## config.mk

```make
export PLATFORM = sky130hd
export DESIGN_NAME = mem_access_stage
export DESIGN_NICKNAME = d
export VERILOG_FILES = /design/src/rtl/mem_access_stage.sv
export SDC_FILE = /design/constraint.sdc
export NUM_CORES = 1
export LEC_CHECK = 0
export CAP_MARGIN = 20
export CORE_UTILIZATION = 45
export CTS_BUF_LIST = sky130_fd_sc_hd__clkbuf_8 sky130_fd_sc_hd__clkbuf_16
export DETAILED_ROUTE_END_ITERATION = 12
export HOLD_SLACK_MARGIN = 0.06
export PLACE_DENSITY_LB_ADDON = 0.08
export SLEW_MARGIN = 20
export SYNTH_ARGS = -nofsm -noshare
export SYNTH_HDL_FRONTEND = slang
export SYNTH_SLANG_ARGS = --single-unit
```

## constraint.sdc

```tcl
create_clock -name clk -period 2.55 [get_ports clk]
set_clock_uncertainty 0.05 [all_clocks]
set_input_delay 0.255 -clock clk [delete_from_list [all_inputs] [get_ports clk]]
set_output_delay 0.255 -clock clk [all_outputs]
set_load 0.02 [all_outputs]
```

## src/rtl/mem_access_stage.sv

```systemverilog
// ---------------------------------------------------------------------------
// mem_access_stage
//
// Memory stage that sits directly after the execute-stage ALU. It accepts one
// instruction at a time from EX.
//   - Non-memory ops are returned as a registered writeback beat one cycle
//     after they are accepted.
//   - Loads and stores are sent to the data cache over a valid/ready request
//     channel. The cache answers with a single-cycle response pulse.
//   - Store data is replicated across byte lanes, with byte enables that
//     select the target lanes.
//   - Load data is shifted down to bit 0, then sign- or zero-extended.
//   - A misaligned access is dropped and reported with a misalign pulse.
//   - A response that never arrives is aborted after RESP_TIMEOUT cycles in
//     WAIT and reported with a bus_err pulse.
//
// Ports
//   clk, rst                 clock and synchronous active-high reset
//   ex_valid / ex_ready      EX handshake; accept = ex_valid & ex_ready
//   alu_result               effective address (mem ops) or result (others)
//   rs2_data                 store data
//   mem_op                   0 NONE, 1 LB, 2 LH, 3 LW, 4 LBU, 5 LHU,
//                            6 SB, 7 SH, 8 SW; codes 9-15 act as NONE
//   rd_addr, reg_write       destination register and its write flag
//   dc_req_*                 cache request: valid, ready, we, word address,
//                            lane-replicated wdata, byte enables
//   dc_resp_valid/rdata      cache response pulse and load word
//   wb_valid/we/rd/data      registered writeback beat
//   misalign, bus_err        single-cycle error pulses
// ---------------------------------------------------------------------------
module mem_access_stage #(
  parameter int RESP_TIMEOUT = 256
) (
  input  logic        clk,
  input  logic        rst,
  input  logic        ex_valid,
  output logic        ex_ready,
  input  logic [31:0] alu_result,
  input  logic [31:0] rs2_data,
  input  logic [3:0]  mem_op,
  input  logic [4:0]  rd_addr,
  input  logic        reg_write,
  output logic        dc_req_valid,
  input  logic        dc_req_ready,
  output logic        dc_req_we,
  output logic [31:0] dc_req_addr,
  output logic [31:0] dc_req_wdata,
  output logic [3:0]  dc_req_be,
  input  logic        dc_resp_valid,
  input  logic [31:0] dc_resp_rdata,
  output logic        wb_valid,
  output logic        wb_we,
  output logic [4:0]  wb_rd,
  output logic [31:0] wb_data,
  output logic        misalign,
  output logic        bus_err
);

  typedef enum logic [1:0] {IDLE, REQ, WAIT} state_e;

  localparam logic [3:0] OP_LB  = 4'd1;
  localparam logic [3:0] OP_LH  = 4'd2;
  localparam logic [3:0] OP_LW  = 4'd3;
  localparam logic [3:0] OP_LBU = 4'd4;
  localparam logic [3:0] OP_LHU = 4'd5;
  localparam logic [3:0] OP_SB  = 4'd6;
  localparam logic [3:0] OP_SH  = 4'd7;
  localparam logic [3:0] OP_SW  = 4'd8;

  // The counter only has to reach RESP_TIMEOUT-1.
  localparam int CNT_W = (RESP_TIMEOUT > 1) ? $clog2(RESP_TIMEOUT) : 1;
  localparam logic [CNT_W-1:0] CNT_LAST =
    CNT_W'((RESP_TIMEOUT > 0) ? RESP_TIMEOUT - 1 : 0);
  localparam bit TIMEOUT_EN = (RESP_TIMEOUT != 0);

  state_e      state_q, state_d;
  logic [3:0]  op_q;
  logic [31:0] addr_q;
  logic [31:0] wdata_q;
  logic [3:0]  be_q;
  logic        we_q;
  logic [4:0]  rd_q;
  logic        regwr_q;
  logic [CNT_W-1:0] cnt_q;
  logic        wb_valid_q, wb_we_q, misalign_q, bus_err_q;
  logic [4:0]  wb_rd_q;
  logic [31:0] wb_data_q;

  logic        accept, isLoad, isStore, misaligned, timeoutHit;
  logic [31:0] storeWdata;
  logic [3:0]  storeBe;
  logic [7:0]  loadByte;
  logic [15:0] loadHalf;
  logic [31:0] loadData;

  // Decode the op that EX presents. This is used only when the op is accepted.
  always_comb begin
    accept     = ex_valid & ex_ready;
    isLoad     = (mem_op >= OP_LB) && (mem_op <= OP_LHU);
    isStore    = (mem_op >= OP_SB) && (mem_op <= OP_SW);
    misaligned = ((mem_op == OP_LH || mem_op == OP_LHU || mem_op == OP_SH) && alu_result[0]) ||
                 ((mem_op == OP_LW || mem_op == OP_SW) && (alu_result[1:0] != 2'b00));
    storeWdata = rs2_data;
    storeBe    = 4'b0000;
    case (mem_op)
      OP_SB: begin
        storeWdata = {4{rs2_data[7:0]}};
        storeBe    = 4'b0001 << alu_result[1:0];
      end
      OP_SH: begin
        storeWdata = {2{rs2_data[15:0]}};
        storeBe    = alu_result[1] ? 4'b1100 : 4'b0011;
      end
      OP_SW: begin
        storeWdata = rs2_data;
        storeBe    = 4'b1111;
      end
      default: ;
    endcase
  end

  // Pick the addressed byte or halfword out of the returned word, then extend
  // it according to the load kind that was captured at accept time.
  always_comb begin
    case (addr_q[1:0])
      2'd0:    loadByte = dc_resp_rdata[7:0];
      2'd1:    loadByte = dc_resp_rdata[15:8];
      2'd2:    loadByte = dc_resp_rdata[23:16];
      default: loadByte = dc_resp_rdata[31:24];
    endcase
    loadHalf = addr_q[1] ? dc_resp_rdata[31:16] : dc_resp_rdata[15:0];
    case (op_q)
      OP_LB:   loadData = {{24{loadByte[7]}}, loadByte};
      OP_LH:   loadData = {{16{loadHalf[15]}}, loadHalf};
      OP_LBU:  loadData = {24'd0, loadByte};
      OP_LHU:  loadData = {16'd0, loadHalf};
      OP_LW:   loadData = dc_resp_rdata;
      default: loadData = 32'd0;
    endcase
  end

  assign timeoutHit = TIMEOUT_EN && (cnt_q == CNT_LAST);

  // State register.
  always_ff @(posedge clk) begin
    if (rst) state_q <= IDLE;
    else     state_q <= state_d;
  end

  // Next-state logic. A response takes priority over the timeout when both
  // occur in the same WAIT cycle.
  always_comb begin
    state_d = state_q;
    case (state_q)
      IDLE: if (accept && (isLoad || isStore) && !misaligned) state_d = REQ;
      REQ:  if (dc_req_ready) state_d = WAIT;
      WAIT: if (dc_resp_valid || timeoutHit) state_d = IDLE;
      default: state_d = IDLE;
    endcase
  end

  // Handshake outputs depend only on the current state.
  always_comb begin
    ex_ready     = (state_q == IDLE);
    dc_req_valid = (state_q == REQ);
  end

  // Datapath. Capture registers hold the request stable through REQ. The
  // pulse outputs default low so that each one lasts exactly one cycle.
  always_ff @(posedge clk) begin
    if (rst) begin
      op_q       <= 4'd0;
      addr_q     <= 32'd0;
      wdata_q    <= 32'd0;
      be_q       <= 4'd0;
      we_q       <= 1'b0;
      rd_q       <= 5'd0;
      regwr_q    <= 1'b0;
      cnt_q      <= '0;
      wb_valid_q <= 1'b0;
      wb_we_q    <= 1'b0;
      wb_rd_q    <= 5'd0;
      wb_data_q  <= 32'd0;
      misalign_q <= 1'b0;
      bus_err_q  <= 1'b0;
    end else begin
      wb_valid_q <= 1'b0;
      wb_we_q    <= 1'b0;
      misalign_q <= 1'b0;
      bus_err_q  <= 1'b0;
      case (state_q)
        IDLE: begin
          if (accept) begin
            if (misaligned) begin
              misalign_q <= 1'b1;
            end else if (isLoad || isStore) begin
              op_q    <= mem_op;
              addr_q  <= alu_result;
              wdata_q <= storeWdata;
              be_q    <= storeBe;
              we_q    <= isStore;
              rd_q    <= rd_addr;
              regwr_q <= reg_write;
              cnt_q   <= '0;
            end else begin
              wb_valid_q <= 1'b1;
              wb_we_q    <= reg_write & (rd_addr != 5'd0);
              wb_rd_q    <= rd_addr;
              wb_data_q  <= alu_result;
            end
          end
        end
        REQ: cnt_q <= '0;
        WAIT: begin
          cnt_q <= cnt_q + CNT_W'(1);
          if (dc_resp_valid) begin
            wb_valid_q <= 1'b1;
            wb_we_q    <= ~we_q & regwr_q & (rd_q != 5'd0);
            wb_rd_q    <= rd_q;
            wb_data_q  <= we_q ? 32'd0 : loadData;
          end else if (timeoutHit) begin
            bus_err_q <= 1'b1;
          end
        end
        default: ;
      endcase
    end
  end

  assign dc_req_we    = we_q;
  assign dc_req_addr  = {addr_q[31:2], 2'b00};
  assign dc_req_wdata = wdata_q;
  assign dc_req_be    = be_q;
  assign wb_valid     = wb_valid_q;
  assign wb_we        = wb_we_q;
  assign wb_rd        = wb_rd_q;
  assign wb_data      = wb_data_q;
  assign misalign     = misalign_q;
  assign bus_err      = bus_err_q;

endmodule

```

# Word-level counts from Yosys, hierarchy flattened

Index checks and enable logic that the tools add are counted.

Shifts and indexed selects: 1
$lt $le $gt $ge: 4
Reductions and logical operators: 26
Add/sub/neg operators: 1
Bitwise gates (word level): 9
Mux-type cells: 37
Equality and inequality tests: 24

Operators with widths:

| cell                                                                     | count |
|---|---|
| 32-bit two-way mux                                                       | 5 |
| 32-bit one-hot mux with 5 select lines                                   | 1 |
| 32-bit one-hot mux with 2 select lines                                   | 2 |
| 8-bit one-hot mux with 3 select lines                                    | 2 |
| 8-bit two-way mux                                                        | 3 |
| 4-bit by 3-bit equality test with 1-bit output (second input constant)   | 5 |
| 5-bit two-way mux                                                        | 4 |
| 4-bit by 2-bit equality test with 1-bit output (second input constant)   | 4 |
| 16-bit two-way mux                                                       | 1 |
| 4-bit one-hot mux with 3 select lines                                    | 1 |
| 1-bit two-way mux                                                        | 10 |
| 5-bit one-hot mux with 2 select lines                                    | 1 |
| 5-bit nonzero test                                                       | 2 |
| 8-bit by 1-bit adder with 8-bit output (second input constant)           | 1 |
| 8-bit equality test (second input constant)                              | 1 |
| 2-bit by 1-bit inequality test with 1-bit output (second input constant) | 4 |
| 2-bit inequality test (second input constant)                            | 4 |
| 4-bit AND reduction                                                      | 2 |
| 1-bit logical AND                                                        | 6 |
| 1-bit logical OR                                                         | 6 |
| 2-bit two-way mux                                                        | 3 |
| 2-bit one-hot mux with 3 select lines                                    | 1 |
| 3-bit OR reduction                                                       | 2 |
| 1-bit NOT                                                                | 5 |
| 18 further kinds                                                         | 26 |

Bits in registers: 130
Logic and storage cells: 117
Output and inout port bits: 112
Input port bits: 111

# Depth between registers and ports, before layout

Depth in word-level cells: 9
Depth in mapped cells: 8
Gate-level depth less buffers: 5

# Least setup slack after synthesis

Ideal clock, no wire load.

Kind: register to register
Start: reg addr_q[1]
End: reg wb_data_q[22] (netlist: wb_data[22])
Clock period less this slack: 2.132 ns
Library setup time: 0.132 ns
Buffers on the path: 2
Data arrival time: 1.950 ns
Required time: 2.368 ns
Slack: 0.418 ns
Stages on the path, launching flop included: 8
Cells stage by stage: dfxtp_1 > clkbuf_1 > mux4_2 > a22o_1 > buf_2 > a21o_1 > a221oi_1 > nor3_1

Cells in the longest elaborated chain, start to end: 6
Elaborated cells between the ends (all ways): 9
Those cells by class: eq/ne (2); mux (6); reduce/logical (1)

RTL lines:

| what                                              | RTL line | text |
|---|---|---|
| from (decl)                                       | 78       | `logic [31:0] addr_q;` |
| from (signal assigned)                            | 198      | `addr_q <= alu_result;` |
| 2-bit equality test, or another cell as far along | 125      | `case (addr_q[1:0])` |
| 8-bit one-hot mux with 3 select lines             | 125      |  |
| 32-bit one-hot mux with 5 select lines (*)        | 132      | `case (op_q)` |
| 32-bit two-way mux (*)                            | 220      | `wb_data_q <= we_q ? 32'd0 : loadData;` |
| 32-bit two-way mux (*)                            | 216      | `if (dc_resp_valid) begin` |
| 32-bit one-hot mux with 2 select lines (*)        | 191      | `case (state_q)` |
| to (signal assigned)                              | 209      | `wb_data_q <= alu_result;` |
| to (signal assigned)                              | 220      |  |
| to (decl)                                         | 87       | `logic [31:0] wb_data_q;` |

Every way passes the cells marked *; elsewhere a longest branch is shown, timed or not. The select of a mux whose other input is x is not followed.
A chain may end at the register's enable or synchronous reset.

# Worst setup path in the final report

Start: in mem_op[0]
End: reg wdata_q[12] (netlist: dc_req_wdata[12])

Cells in the longest elaborated chain, start to end: 7
Elaborated cells between the ends (all ways): 22
Those cells by class: order compare (4); eq/ne (6); mux (1); bitwise (1); reduce/logical (10)

RTL lines:

| what                                                                                   | RTL line | text |
|---|---|---|
| from (decl)                                                                            | 40       | `input logic [3:0] mem_op,` |
| branches (longest 7 deep; another with 4-bit by 1-bit >= comparator with 1-bit output) | --       |  |
| to (signal assigned)                                                                   | 199      | `wdata_q <= storeWdata;` |
| to (decl)                                                                              | 79       | `logic [31:0] wdata_q;` |

Parallel ways; which one is timed is not known.

==> flow_summary.toml <==
[outcome]
run_status = "finished, final reports clean"

[cells_and_area]
final_layout_size_suffix_gt1_share_pct = 10.33
insertedDiodeCount = 0
area_delta_synth_final_pct = 44.09
fin_area_um2 = 9539
fin_nets = 1097
fill_cells = 1177

[setup_path]
worstSetupPathType = "in -> reg"
kind_of_start_point_of_the_critical_path = "input port"
worst-endpoint-required_ns = 2.82
worst_path_largest_cell_delay_ns = 0.51
rr_endpoint = "wb_data[10]"
cells_traversed_along_the_worst_timing_path = "clkdlybuf4s50_1 -> buf_4 -> or3b_1 -> or4_4 -> o21ai_4 -> buf_12 -> a21oi_1 -> a311oi_1"
timing.reg2reg.setup_slack_ns = 0.25
cp_data_arrival_time_ns = 2.64
crit_fanout = 49
timing.critical_path.max_delay_family = "buffers and inverters"
timing.reg2reg.worst_path_depth = 6
critical_path.endpoint_type = "flop"
critical_path.n_buffers_inverters = 3
cp_slowest_cell = "sky130_fd_sc_hd__clkdlybuf4s50_1"
reg2reg_from = "state_q[1]"

[placement]
dp.final_hpwl_um = 16170
port_buffers = 220
pre_cts_ws_ns = -0.2333
placed_cell_area_um2 = 8847
globalplace.congestion = 0.9355

[worst_hold_path]
worst_hold_startpoint = "rs2_data[23]"
hold_crit_class = "in -> reg"
hold_end = "dc_req_wdata[23]"
hold_depth = 3

[power]
max-vdd-ir-drop_mv = 0.4707
totalPowerFinal_uw = 6216
power_density_relative_to_cell_area_nw_per_um2 = 651.6
power_frac_seq_pct = 35.8
switchingPower_uw = 1651
proportion_of_power_drawn_by_combinational_gates_pct = 19.3
clockPowerShare_pct = 44.9
internal-power_uw = 4564
swShare_pct = 26.57
static-leakage-power_uw = 0.003481

[yosys]
synth_seq_cells = 130
synthCells = 811
postSynth.topFlopCell = "sky130_fd_sc_hd__dfxtp_1"
syn-mean-instance-area_um2 = 8.163
synth.top_cells.by_count = "130 x sky130_fd_sc_hd__dfxtp_1, 82 x sky130_fd_sc_hd__a21oi_1, 64 x sky130_fd_sc_hd__o21ai_0, 58 x sky130_fd_sc_hd__nand3_1, 57 x sky130_fd_sc_hd__nor2_1"
cell_taking_the_most_area_after_synthesis = "sky130_fd_sc_hd__dfxtp_1"
synth.top_cell.area_share_pct = 39.31
number_of_synthesized_flops_with_an_enable_pin = 0
synth-async-reset-ratio_pct = 0
post_synth_num_cell_types = 63
most_frequent_cell_after_synthesis = "sky130_fd_sc_hd__dfxtp_1"
yosysSeqAreaShare_pct = 39.31
netlist_top_cells_area = "sky130_fd_sc_hd__dfxtp_1 39%, sky130_fd_sc_hd__a21oi_1 6.2%, sky130_fd_sc_hd__o21ai_0 4.8%"
synth_area_um2 = 6620
synthesis.yosys.warnings = 0

[floorplanning]
core_region_area_um2 = 14100
die_area_um2 = 15200
fp-row-count = 43
floorplan.initialDensity_pct = 46.96
die_height_um = 123.3
die_x_um = 123.3
number_of_top_level_pins = 223

[clock_network]
cts_setup_buffers = 0
tritoncts = "yes"
cts.sinks = 130
ctsHtreeMaxLevel = 4
clock_latency_ns = 0.42
cts-root-to-sink-buffers = 2
cts.reportedPaths.clkPinSlew_ns = 0.06
numCtsBuffers = 17
clk_root_buffer_cell = "sky130_fd_sc_hd__clkbuf_16"

[grt]
grt_overflow = 0
grt_start_max_net_pins = 78
global_route.peak_usage_layer = "met2"
first_pass_grt_wire_length_um = 34880
globalRouteMet1Util_pct = 41.59
gr-usage-met2_pct = 45.46
number_of_antenna_violations_at_the_first_check_in_global_routing = 0
global_route.usage.met3_pct = 7.657
grt_pass1_vias = 6591
global_route.usage.total_pct = 30.09

[flow_run]
maxCapViolCount = 0

[sta]
max_freq_ghz = 0.4222
final.period_utilization_pct = 92.89
timing.slew.headroom_pct = 26.71
fin_ws_ns = 0.1814
hold_viol = 0
post-route-min-period_ns = 2.369
rsz0062_at_grt = "no"
timing_worst_slew_pin_value_ns = 1.093
timing.final.setup_violations = 0
final-max-slew-violation-count = 0

[route]
detail_route.first_pass.iterations = 5
postRouteAntennaNets = 0
vias = 7043
route.detailed.wl_per_inst_um = 19.35
drt_first_iter_violations = 738
sum_of_routed_wire_length_over_all_layers_um = 22770
drt-vias-per-instance = 5.984
drc = 0
[cells by family (layout without fill, tap and decap cells)]
kind of cell | Yosys count | after routing | synth area share, %
AO/OA/AOI/OAI | 291 | 291 | 29.22
AND/OR/NAND/NOR | 259 | 259 | 19.45
flip-flops | 130 | 130 | 39.31
buffers and inverters | 115 | 300 | 9.318
multiplexers | 12 | 12 | 2.192
XOR/XNOR | 2 | 2 | 0.2646
adder cells (fa/ha/maj) | 1 | 1 | 0.1890
other | 1 | 2 | 0.05665
[worst max path at each step]
stage	startpoint	to	slack (ns)	cells after the start
CTS	state_q[1]	wb_data[10]	0.16	6
finish	mem_op[0]	dc_req_wdata[12]	0.18	8
detailed placement	mem_op[0]	wb_data[2]	-0.23	7
global route	state_q[1]	wb_data[10]	0.08	6
global placement	mem_op[2]	wb_data[19]	-0.16	8
floorplan	addr_q[1]	wb_data[22]	0.42	7
[per-layer routing]
metal	share of wire [%]	up-vias	wire [um]
li1	-	3335	-
met1	44	3335	10080
met2	46	336	10380
met3	8.3	37	1899
met4	1.8	0	416
met5	0	-	0
[power by group through the flow]
stage               logic (uW)  clock network, uW  registers [uW]
finish                    1200               2790            2220
global route              1280               2910            2240
CTS                       1190               2820            2220
detailed placement        1180                  0            2260
global placement          1160                  0            2260
floorplan                  531                  0            2350
[worst min-delay path: cells and delay by family]
family	cells	cell delay (ns)
AOI/OAI and AO/OA	1	0.08
buffers and inverters	1	0.40
and+or+nand+nor	1	0.05
[per-stage QoR]
step	utilization (%)	cells	setup TNS, ns	hold slack (ns)
floorplan	-	812	0	0.2829
global placement	62.76	1145	-3.431	0.4007
detailed placement	62.76	1145	-9.877	0.4172
CTS	67.61	1177	0	0.3517
global route	67.67	1177	0	0.3694
finish	67.67	1177	0	0.3621
[area by class of cell]
| type | count | area [um2] | share of cell area, % |
|---|---|---|---|
| Clock buffer | 18 | 439.2 | 4.604 |
| Clock inverter | 13 | 234.0 | 2.453 |
| Inverter | 3 | 11.26 | 0.1180 |
| Multi-Input combinational cell | 567 | 3430 | 35.95 |
| Sequential cell | 130 | 2603 | 27.28 |
| Tap cell | 180 | 225.2 | 2.361 |
| Timing Repair Buffer | 266 | 2597 | 27.23 |
[placed cells by master (no fill, tap or decap), drive strengths merged, types with 2 or more instances in the layout]
| cell type | Yosys | final |
|---|---|---|
| nor3 | 26 | 26 |
| nand2 | 53 | 53 |
| o21a | 2 | 2 |
| dfxtp | 130 | 130 |
| buf | 59 | 46 |
| clkinvlp | 0 | 3 |
| a2111oi | 3 | 3 |
| clkbuf | 53 | 18 |
| a22o | 2 | 2 |
| and3 | 13 | 13 |
| a211oi | 12 | 12 |
| a21o | 19 | 19 |
| bufinv | 0 | 6 |
| or4 | 4 | 4 |
| nand3 | 58 | 58 |
| nor2b | 25 | 25 |
| o22ai | 9 | 9 |
| and2 | 2 | 2 |
| or3b | 2 | 2 |
| clkinv | 0 | 4 |
| conb | 1 | 2 |
| a211o | 3 | 3 |
| a31oi | 5 | 5 |
| a21oi | 83 | 83 |
| nand3b | 2 | 2 |
| or3 | 2 | 2 |
| o41ai | 8 | 8 |
| a311oi | 28 | 28 |
| a32oi | 6 | 6 |
| a221oi | 32 | 32 |
| mux2 | 10 | 10 |
| o31a | 2 | 2 |
| o21ai | 69 | 69 |
| clkdlybuf4s50 | 0 | 219 |
| o32ai | 2 | 2 |
| nor2 | 57 | 57 |
| inv | 3 | 3 |
| nand2b | 4 | 4 |
| nand4b | 4 | 4 |
[repair_timing]
action,4_1_cts,5_1_grt
hold endpoints to repair,2,0
hold buffers,1,0
gates resized for setup,0,1
setup endpoints to repair,0,8
[sequential cells by signal, summed over array words and instances (netlist names)]
name          count
wb_we             1
addr_q           32
misalign          1
cnt_q             8
dc_req_we         1
rd_q              5
regwr_q           1
dc_req_wdata     32
op_q              4
wb_data          32
wb_valid          1
dc_req_be         4
state_q           2
bus_err           1
wb_rd             5
(Power assumes the default switching activity.)
==> patch: new RTL, config.mk and constraints unchanged <==
Set the parameter `RESP_TIMEOUT` to 128 (it was 256).
--- a/src/rtl/mem_access_stage.sv
+++ b/src/rtl/mem_access_stage.sv
@@ -31,3 +31,3 @@
 module mem_access_stage #(
-  parameter int RESP_TIMEOUT = 256
+  parameter int RESP_TIMEOUT = 128
 ) (
Check against the original RTL: not settled (the Yosys comparison gave no result); the edit may change what the design does.
==> patch against the unedited design <==
  * Via count shrank 5.0%
  * Wire length fell by 11%
  * Count of clock-buffer cells in the layout unchanged
  * Sequential cell count fell by 1
  * Sequential share of layout area is 0.71 points higher
  * Design area shrank 3.3%
  * Synthesized area shrank 2.9%
  * Core utilization fell by 1.2 points
  * Maximum frequency is 7.1% higher
  * Register-to-register slack gained 90 ps
  * Power is 10% lower
  * Worst setup slack improved by 160 ps
  * Critical path type is now reg -> reg
  * Critical endpoint is now wb_data[0]$_SDFFE_PP0P_
  * Highest routed layer unchanged
==> patch: results (changes against the unedited design) <==
[drt]
wl_per_cell_um = 17.2  ; was 19.3 µm
num_vias = 6688  ; was 7043
drtIter0Drc = 552  ; was 738

[global_routing]
track_usage_pct = 27.9  ; was 30.1%
grt_start_max_net_pins = 130  ; was 78
use_met1_pct = 36.1  ; was 41.6%
grt_pass1_vias = 6283  ; was 6591

[cells_and_area]
final-clk-cell-share_pct = 5.36  ; was 7.06%
nNonClkInverters = 7  ; was 3
nNonClkBuffers = 256  ; was 266
multi_input_area_share_pct = 36.2  ; was 36.0%
seq_area_share_pct = 28.0  ; was 27.3%
buffer_area_share_pct = 27.7  ; was 27.2%
fillers = 1175  ; was 1177
drive_above_1_share_pct = 8.11  ; was 10.3%

[critical_path]
crit_path_max_fanout = 11  ; was 49
max_stage_delay_ps = 600  ; was 510 ps
cp-endpoint = wb_data[0]$_SDFFE_PP0P_  ; was dc_req_wdata[12]$_SDFFE_PP0P_
ff2ff_path_depth = 5  ; was 6
crit_type = reg -> reg  ; was in -> reg
reg2reg_slack_ps = 340  ; was 250 ps
cp_top_family = compound AO/OA/AOI/OAI gates  ; was buffers and inverters
cp_data_arrival_time_ps = 2500  ; was 2640 ps

[power]
vdd_drop_max_uv = 389  ; was 471 µV
p_leak_uw = 0.00344  ; was 0.00348 µW
p_switching_uw = 1590  ; was 1650 µW

[sta]
fmax_mhz = 452  ; was 422 MHz
maxSlewHeadroom_pct = 57.1  ; was 26.7%

[synthesis]
synth_area_leaders = dfxtp_1 (40%), nand2_1 (10%), a21oi_1 (6.0%), a311oi_1 (4.4%), buf_4 (4.0%)  ; was dfxtp_1 (39%), a21oi_1 (6.2%), o21ai_0 (4.8%), nand3_1 (4.4%), a221oi_1 (4.2%)
ys_ff_latch = 129  ; was 130

[place]
place_area_um2 = 8730  ; was 8850 µm²
dpl.hpwl_um = 14600  ; was 16200 µm
place_congestion = 0.884  ; was 0.936

[status]
outcome = finished, final reports clean  ; unchanged

==> patch: changes by cell type after synthesis, moves of 10 or more <==
cell,delta
nand2_1,+123
and3_1,-12
nor2b_1,-17
a211oi_1,-10
a221oi_1,-14
mux2i_1,+16
nand3_1,-44
o21ai_0,-46
==> patch: through the flow <==
| step | hold slack [ps] | cells | util, % |
|---|---|---|---|
| after global routing | 391 | 1179 | 66.5 |
| after CTS | 353 | 1179 | 66.5 |
| after global placement | 388 | 1150 | 62.9 |
| after detailed placement | 401 | 1150 | 62.9 |
| final | 358 | 1179 | 66.5 |
| after floorplan | 282 | 812 | - |
==> patch: cell families (layout without fill, tap and decap cells) <==
group                    Yosys count  count (layout)  share of synthesized area (%)
AND/OR/NAND/NOR                  329             329                           22.9
other                              1               2                         0.0584
buffers and inverters            105             292                           8.35
adder cells (fa/ha/maj)            2               2                          0.351
AO/OA/AOI/OAI                    211             211                           22.6
multiplexers                      27              27                           4.58
XOR/XNOR                           7               7                          0.954
flip-flops                       129             129                           40.2
==> patch: routing by layer <==
layer  vias to the layer above  wire (µm)  part of all wire (%)
met4                         0        490                   2.4
met1                      3101       8570                    42
met3                        41       1560                   7.7
met2                       336       9700                    48
met5                         -          0                     0
li1                       3210          -                     -
==> patch: power groups by stage <==
stage	clock, µW	sequential (µW)	combinational, µW
3_5_place_dp	0	2290	1270
4_1_cts	2090	2250	1280
3_3_place_gp	0	2290	1250
2_1_floorplan	0	2390	551
6_report	2060	2250	1280
5_1_grt	2200	2270	1370
==> patch: tightest hold or removal path, stage by stage <==
cell and delay (ps):
buf_4 130, buf_12 240, nor2_1 140
